===== src/rtl/fetch_unit.sv =====
// ---------------------------------------------------------------------------
// fetch_unit
//   Instruction-fetch stage that sits directly in front of the memory
//   controller's instruction port. It holds the PC and issues one fetch per
//   access. Each access takes MEM_LAT cycles, counting the FETCH cycle. The
//   returned word goes to decode through a one-entry valid/stall register as
//   {instr, pc, pc+4}. A branch redirect from execute flushes the fetch that
//   is in flight and also flushes the output register.
//
// Ports
//   clock         rising-edge clock
//   reset         synchronous, active-low reset
//   if_mc_en      fetch request to the memory controller
//   if_mc_addr    byte address of the current fetch (word aligned)
//   mc_if_data    instruction word returned by the memory controller
//   id_if_stall   decode cannot accept if_id_* this cycle
//   ex_if_branch  one-cycle redirect request
//   ex_if_target  redirect byte address (low two bits are ignored)
//   if_id_valid   if_id_* hold a valid instruction
//   if_id_instr   fetched instruction (NOP after reset or flush)
//   if_id_pc      address of if_id_instr
//   if_id_pc4     if_id_pc + 4, wrapping at 2^ADDR_W
// ---------------------------------------------------------------------------
module fetch_unit #(
    parameter int                ADDR_W   = 18,
    parameter int                DATA_W   = 32,
    parameter int                MEM_LAT  = 2,
    parameter logic [ADDR_W-1:0] RESET_PC = '0,
    parameter logic [DATA_W-1:0] NOP      = '0
) (
    input  logic              clock,
    input  logic              reset,
    output logic              if_mc_en,
    output logic [ADDR_W-1:0] if_mc_addr,
    input  logic [DATA_W-1:0] mc_if_data,
    input  logic              id_if_stall,
    input  logic              ex_if_branch,
    input  logic [ADDR_W-1:0] ex_if_target,
    output logic              if_id_valid,
    output logic [DATA_W-1:0] if_id_instr,
    output logic [ADDR_W-1:0] if_id_pc,
    output logic [ADDR_W-1:0] if_id_pc4
);

    // cnt_reg counts the WAIT cycles that remain before the sample cycle.
    // The FETCH cycle is the first cycle of the access, so it loads
    // MEM_LAT-2. When MEM_LAT==1, FETCH is already the sample cycle.
    localparam int CNT_W    = (MEM_LAT > 2) ? $clog2(MEM_LAT) : 1;
    localparam int CNT_INIT = (MEM_LAT >= 2) ? (MEM_LAT - 2) : 0;
    localparam logic [CNT_W-1:0]  CNT_LOAD  = CNT_W'(CNT_INIT);
    localparam logic [ADDR_W-1:0] PC_STEP   = ADDR_W'(4);
    localparam bit                FETCH_SMP = (MEM_LAT == 1);

    typedef enum logic {
        ST_FETCH = 1'b0,
        ST_WAIT  = 1'b1
    } state_t;

    state_t              state_reg;
    logic [CNT_W-1:0]    cnt_reg;
    logic [ADDR_W-1:0]   pc_reg;
    logic                valid_reg;
    logic [DATA_W-1:0]   instr_reg;
    logic [ADDR_W-1:0]   id_pc_reg;
    logic [ADDR_W-1:0]   id_pc4_reg;

    logic                out_free;
    logic                sample;
    logic                capture;
    logic [ADDR_W-1:0]   pc_plus4;
    logic [ADDR_W-1:0]   target_aligned;

    assign pc_plus4       = pc_reg + PC_STEP;
    assign target_aligned = {ex_if_target[ADDR_W-1:2], 2'b00};
    assign out_free       = !valid_reg || !id_if_stall;
    assign sample         = ((state_reg == ST_WAIT) && (cnt_reg == '0)) ||
                            ((state_reg == ST_FETCH) && FETCH_SMP);
    assign capture        = sample && out_free;

    // The unit is always either presenting or waiting on an address, so the
    // request is active whenever reset is not asserted.
    assign if_mc_en    = reset;
    assign if_mc_addr  = pc_reg;
    assign if_id_valid = valid_reg;
    assign if_id_instr = instr_reg;
    assign if_id_pc    = id_pc_reg;
    assign if_id_pc4   = id_pc4_reg;

    always_ff @(posedge clock) begin
        if (!reset) begin
            state_reg  <= ST_FETCH;
            cnt_reg    <= '0;
            pc_reg     <= RESET_PC;
            valid_reg  <= 1'b0;
            instr_reg  <= NOP;
            id_pc_reg  <= RESET_PC;
            id_pc4_reg <= RESET_PC + PC_STEP;
        end else if (ex_if_branch) begin
            // A redirect overrides any capture this cycle and also flushes
            // the output register, even when decode is stalled.
            state_reg <= ST_FETCH;
            cnt_reg   <= '0;
            pc_reg    <= target_aligned;
            valid_reg <= 1'b0;
            instr_reg <= NOP;
        end else if (capture) begin
            instr_reg  <= mc_if_data;
            id_pc_reg  <= pc_reg;
            id_pc4_reg <= pc_plus4;
            valid_reg  <= 1'b1;
            pc_reg     <= pc_plus4;
            state_reg  <= ST_FETCH;
            cnt_reg    <= '0;
        end else begin
            // Decode takes the entry and nothing replaces it this edge.
            if (valid_reg && !id_if_stall) begin
                valid_reg <= 1'b0;
            end
            case (state_reg)
                ST_FETCH: begin
                    // With MEM_LAT==1, a blocked FETCH goes here and waits
                    // at cnt==0. The address does not change.
                    state_reg <= ST_WAIT;
                    cnt_reg   <= CNT_LOAD;
                end
                ST_WAIT: begin
                    // At cnt==0 with the output blocked, hold here. The
                    // memory keeps returning the same word.
                    if (cnt_reg != '0) begin
                        cnt_reg <= cnt_reg - CNT_W'(1);
                    end
                end
                default: begin
                    state_reg <= ST_FETCH;
                    cnt_reg   <= '0;
                end
            endcase
        end
    end

endmodule


===== config.mk =====
export PLATFORM = sky130hd
export DESIGN_NAME = fetch_unit
export DESIGN_NICKNAME = d
export VERILOG_FILES = /design/src/rtl/fetch_unit.sv
export SDC_FILE = /design/constraint.sdc
export NUM_CORES = 1
export LEC_CHECK = 0
export CAP_MARGIN = 20
export CORE_MARGIN = 3
export CORE_UTILIZATION = 46
export DETAILED_ROUTE_END_ITERATION = 10
export PLACE_DENSITY = 0.94
export SETUP_SLACK_MARGIN = 0.4
export SYNTH_ARGS = -nofsm -noshare
export SYNTH_HDL_FRONTEND = slang
export SYNTH_SLANG_ARGS = --single-unit

===== constraint.sdc =====
create_clock -name clock -period 3.8 [get_ports clock]
set_input_delay 0.76 -clock clock [delete_from_list [all_inputs] [get_ports clock]]
set_output_delay 0.76 -clock clock [all_outputs]
set_load 0.05 [all_outputs]

# After elaboration in Yosys (flattened, before gate mapping)

Cells that the tools add are included.

Add/sub/neg operators: 2
Mux-type cells: 7
Bitwise logic cells: 4
Reductions and logical operators: 11

Operators with widths:

| cell                    | count |
|---|---|
| $mux W18                | 2 |
| $add A18 B3 Y18 const B | 1 |
| $mux W1                 | 4 |
| $not A1 Y1              | 4 |
| $reduce_bool A2 Y1      | 2 |
| $logic_and A1 B1 Y1     | 3 |
| $reduce_or A3 Y1        | 1 |
| $logic_not A1 Y1        | 2 |
| $pmux W1 S2             | 1 |
| $reduce_and A2 Y1       | 1 |
| $reduce_or A2 Y1        | 1 |
| $logic_or A1 B1 Y1      | 1 |
| $sub A1 B1 Y1 const B   | 1 |

Register bits: 89
Input port bits: 54
Logic and storage cells: 32

# Depth between registers and ports, before layout

Depth in word-level cells: 5
Mapped depth: 6

# Worst setup path after synthesis

No wires, ideal clock.

Path type: flip-flop to flip-flop
Start: register pc_reg[2] (netlist: if_mc_addr[2])
End: register pc_reg[14] (netlist: if_mc_addr[14])
Setup time: 0.074 ns
Arrival: 2.280 ns
Data required time: 3.726 ns
Setup slack: 1.445 ns
Cell stages (with the launch flop): 7
Clock period less this slack: 2.355 ns
Cells stage by stage: dfxtp_1 -> ha_1 -> nand3_2 -> or3_1 -> buf_2 -> or4_1 -> a31oi_1

Longest elaborated chain between the ends: 3

Ends and longest elaborated chain:

| what                     | RTL line | RTL |
|---|---|---|
| start: declaration       | 61       | `logic [ADDR_W-1:0] pc_reg;` |
| start signal: assignment | 103      | `pc_reg <= target_aligned;` |
| start signal: assignment | 111      | `pc_reg <= pc_plus4;` |
| $add A18 B3 Y18          | 73       | `assign pc_plus4 = pc_reg + PC_STEP;` |
| $mux W18                 | 106      | `end else if (capture) begin` |
| $mux W18                 | 98       | `end else if (ex_if_branch) begin` |

Every way passes these cells. The select of a mux whose other input is x is not followed.
A chain may end at the register's enable or synchronous reset.

# Worst setup path after layout

Start: register pc_reg[11] (netlist: if_mc_addr[11])
End: output if_mc_addr[11]

RTL lines:

| what             | RTL line | RTL |
|---|---|---|
| end: declaration | 34       | `output logic [ADDR_W-1:0] if_mc_addr,` |

No word-level cell between the ends.

==> out/results.ini <==
[synth]
synth_fa_ha_area_share_pct=0.365
synth_mux_area_share_pct=0.292
ys_types=38
yosys_warnings=0
synth.cell_area_sq_um=3420
ys_ff_latch=82
yosys.area_share.xor_xnor_pct=5.88
synth-compound-area-share_pct=19.2
synth-simple-area-share_pct=20.2
avgSynthCellArea_sq_um=8.15
synthCells=420
synth_seq_area_share_pct=47.9
synth_top_family_by_area=simple AND/OR/NAND/NOR gates

[power]
cellLeakagePower_nw=1.70
powerDensity_nw_per_um2=395
irDropWorstVdd_mv=0.230

[cells_and_area]
fin_nets=588
syn_to_final_growth_pct=45.5
multi_input_comb_area_sq_um=1600
seq_area_sq_um=1640
drive_gt1_share_pct=5.76
n_fill_cell=524
largest_reg_flops=32
diodes=0

[timing]
max_freq_mhz=392
tightest_slew_ns=0.663
setup_tns_ns=0
skew_ns=0.0107
hold_violations=0
maxSlewHeadroom_pct=55.7
finalCriticalPeriod_ns=2.55
drv_slew=0
setup_ws_ns=1.25
finalSetupViolCount=0
period_share_pct=67.1
rsz0062_at_grt=no

[critical_path]
crit_family=buffers and inverters
critPathBufInv=1
required_ns=3.04
path_class=flop to output pin
startpoint_type=flop
arrival_ns=1.79
end_kind=output pin
critPathMaxFanout=10
cpMaxStageDelayCell=clkdlybuf4s50_1
slowest_delay_ns=0.88
path_cells=clkdlybuf4s50_1

[global_routing]
gr-max-usage-layer=met2
grt_use_met3_pct=8.20
antenna_found_initial=0
grt_use_met1_pct=26.1
grt_usage_pct=22.9
grt_overflow=0
grt_start_max_net_pins=50
grt_pass1_wl_um=15700
first_global_vias=3249
grt_util_met2_pct=39.5

[clock_tree]
clk_pin_slew_worst_paths_ns=0.08
root_buffer=clkbuf_8
postCtsResizedCells=0
ctsHtreeMaxLevel=3
cts.sinks=82
clockBufferDepth=2
postCtsSetupBuffers=0
clk_latency_ns=0.36
cts_buffers=9
cts_tree=built
hold_buffers=0

[route]
wl_um=9640
via_per_inst=5.31
drt_first_pass_iters=5
drt_iter0_drc=137
drc=0
num_vias=3368
detail-route-antenna-nets=0
wl_per_cell_um=15.2

[hold_path]
hold_path.class=flop to flop

[place]
dp_hpwl_um=6890
dp_slack_ns=0.917
port_buffers=133
place_congestion=0.878

[die]
die_w_um=92.3
rows=30
start_util_pct=48.8
io_pins=142
die_h_um=92.3
core-area_sq_um=7020
die_area_sq_um=8520

[job]
cap_viol_max_count=0

[outcome]
outcome=complete, no violations

==> worst register-to-register path, stage by stage (launching register included) <==
cell	delay (ns)
dfxtp_1	0.48
ha_1	0.27
nand3_2	0.22
or3_1	0.46
or4_1	0.52
a31oi_1	0.17
==> cell usage in the layout, fill, tap and decap left out, types with 2 or more instances in the layout <==
cell type	n
clkdlybuf4s50_1	132
nand2_1	112
dfxtp_1	82
a21oi_1	52
o21ai_0	27
xnor2_1	16
a21boi_1	10
clkbuf_8	9
nor4_1	7
xor2_1	7
a21boi_0	7
buf_4	7
or4_1	6
nor2_1	6
conb_1	6
a31oi_1	5
nand4_1	4
o31ai_1	4
or3_1	3
nand3_1	3
nor3_1	3
o211a_1	3
nand3_2	2
and2_1	2
bufinv_16	2
==> cells in the mapped netlist, drive strengths merged <==
cell,n,share of area [%]
nand2,113,12
dfxtp,82,48
a21oi,52,7.6
o21ai,27,3.9
clkbuf,24,2.6
buf,19,3.1
a21boi,18,3.9
xnor2,16,4.1
nor2,7,0.77
nor4,7,1.3
xor2,7,1.8
or4,6,1.3
a31oi,5,0.91
nand3,5,1.0
nand4,5,1.4
o31ai,4,0.88
or3,4,0.77
nor3,3,0.44
o211a,3,0.88
and2,2,0.37
inv,2,0.22
a21bo,1,0.29
and4,1,0.26
conb,1,0.11
ha,1,0.37
mux2i,1,0.29
nand2b,1,0.18
o211ai,1,0.22
o311a,1,0.29
o31a,1,0.26
==> report_power, final <==
part	internal, mW	switching [mW]
Combinational	0.136	0.211
Clock	0.373	0.320
Sequential	0.889	0.0396
==> final timing paths <==
kind	start	endpoint	slack [ns]	cells past startpoint
worst min-delay path	if_id_instr[4]	if_id_instr[4]	0.46	2
worst max register to register	if_mc_addr[2]	if_mc_addr[14]	1.61	5
worst max-delay path	if_mc_addr[11]	if_mc_addr[11]	1.25	1
worst min register to register	if_id_instr[4]	if_id_instr[4]	0.46	2
==> layer usage <==
layer | up-vias | wire length, um
met5 | - | 0
met3 | 14 | 972
met2 | 180 | 4820
met1 | 1539 | 3690
li1 | 1635 | -
met4 | 0 | 149
==> cell families after synthesis <==
logic type                 after synthesis
adders and majority gates                1
AOI/OAI and AO/OA                      113
muxes                                    1
buffers and inverters                   45
and+or+nand+nor                        154
xor gates and xnor gates                23
DFF                                     82
other                                    1
==> final cells by class <==
class,instances,share of cell area [%]
inverters,2,0.151
well taps,96,2.41
multi-input cells,298,32.2
clock inverters,6,1.81
repair buffers,140,28.0
clock buffers,10,2.56
flip-flops and latches,82,32.9
==> stage by stage <==
step / hold slack (ns) / util [%] / area, sq um / instances / total power [mW]
2_1_floorplan: 0.447 / - / 3440 / 425 / 1.16
3_3_place_gp: 0.441 / 67.9 / 4770 / 618 / 1.29
3_5_place_dp: 0.448 / 67.9 / 4770 / 618 / 1.29
4_1_cts: 0.457 / 71.0 / 4980 / 634 / 1.98
5_1_grt: 0.475 / 71.0 / 4980 / 634 / 2.04
6_report: 0.458 / 71.0 / 4980 / 634 / 1.97
Power figures use the tool's default switching activity.
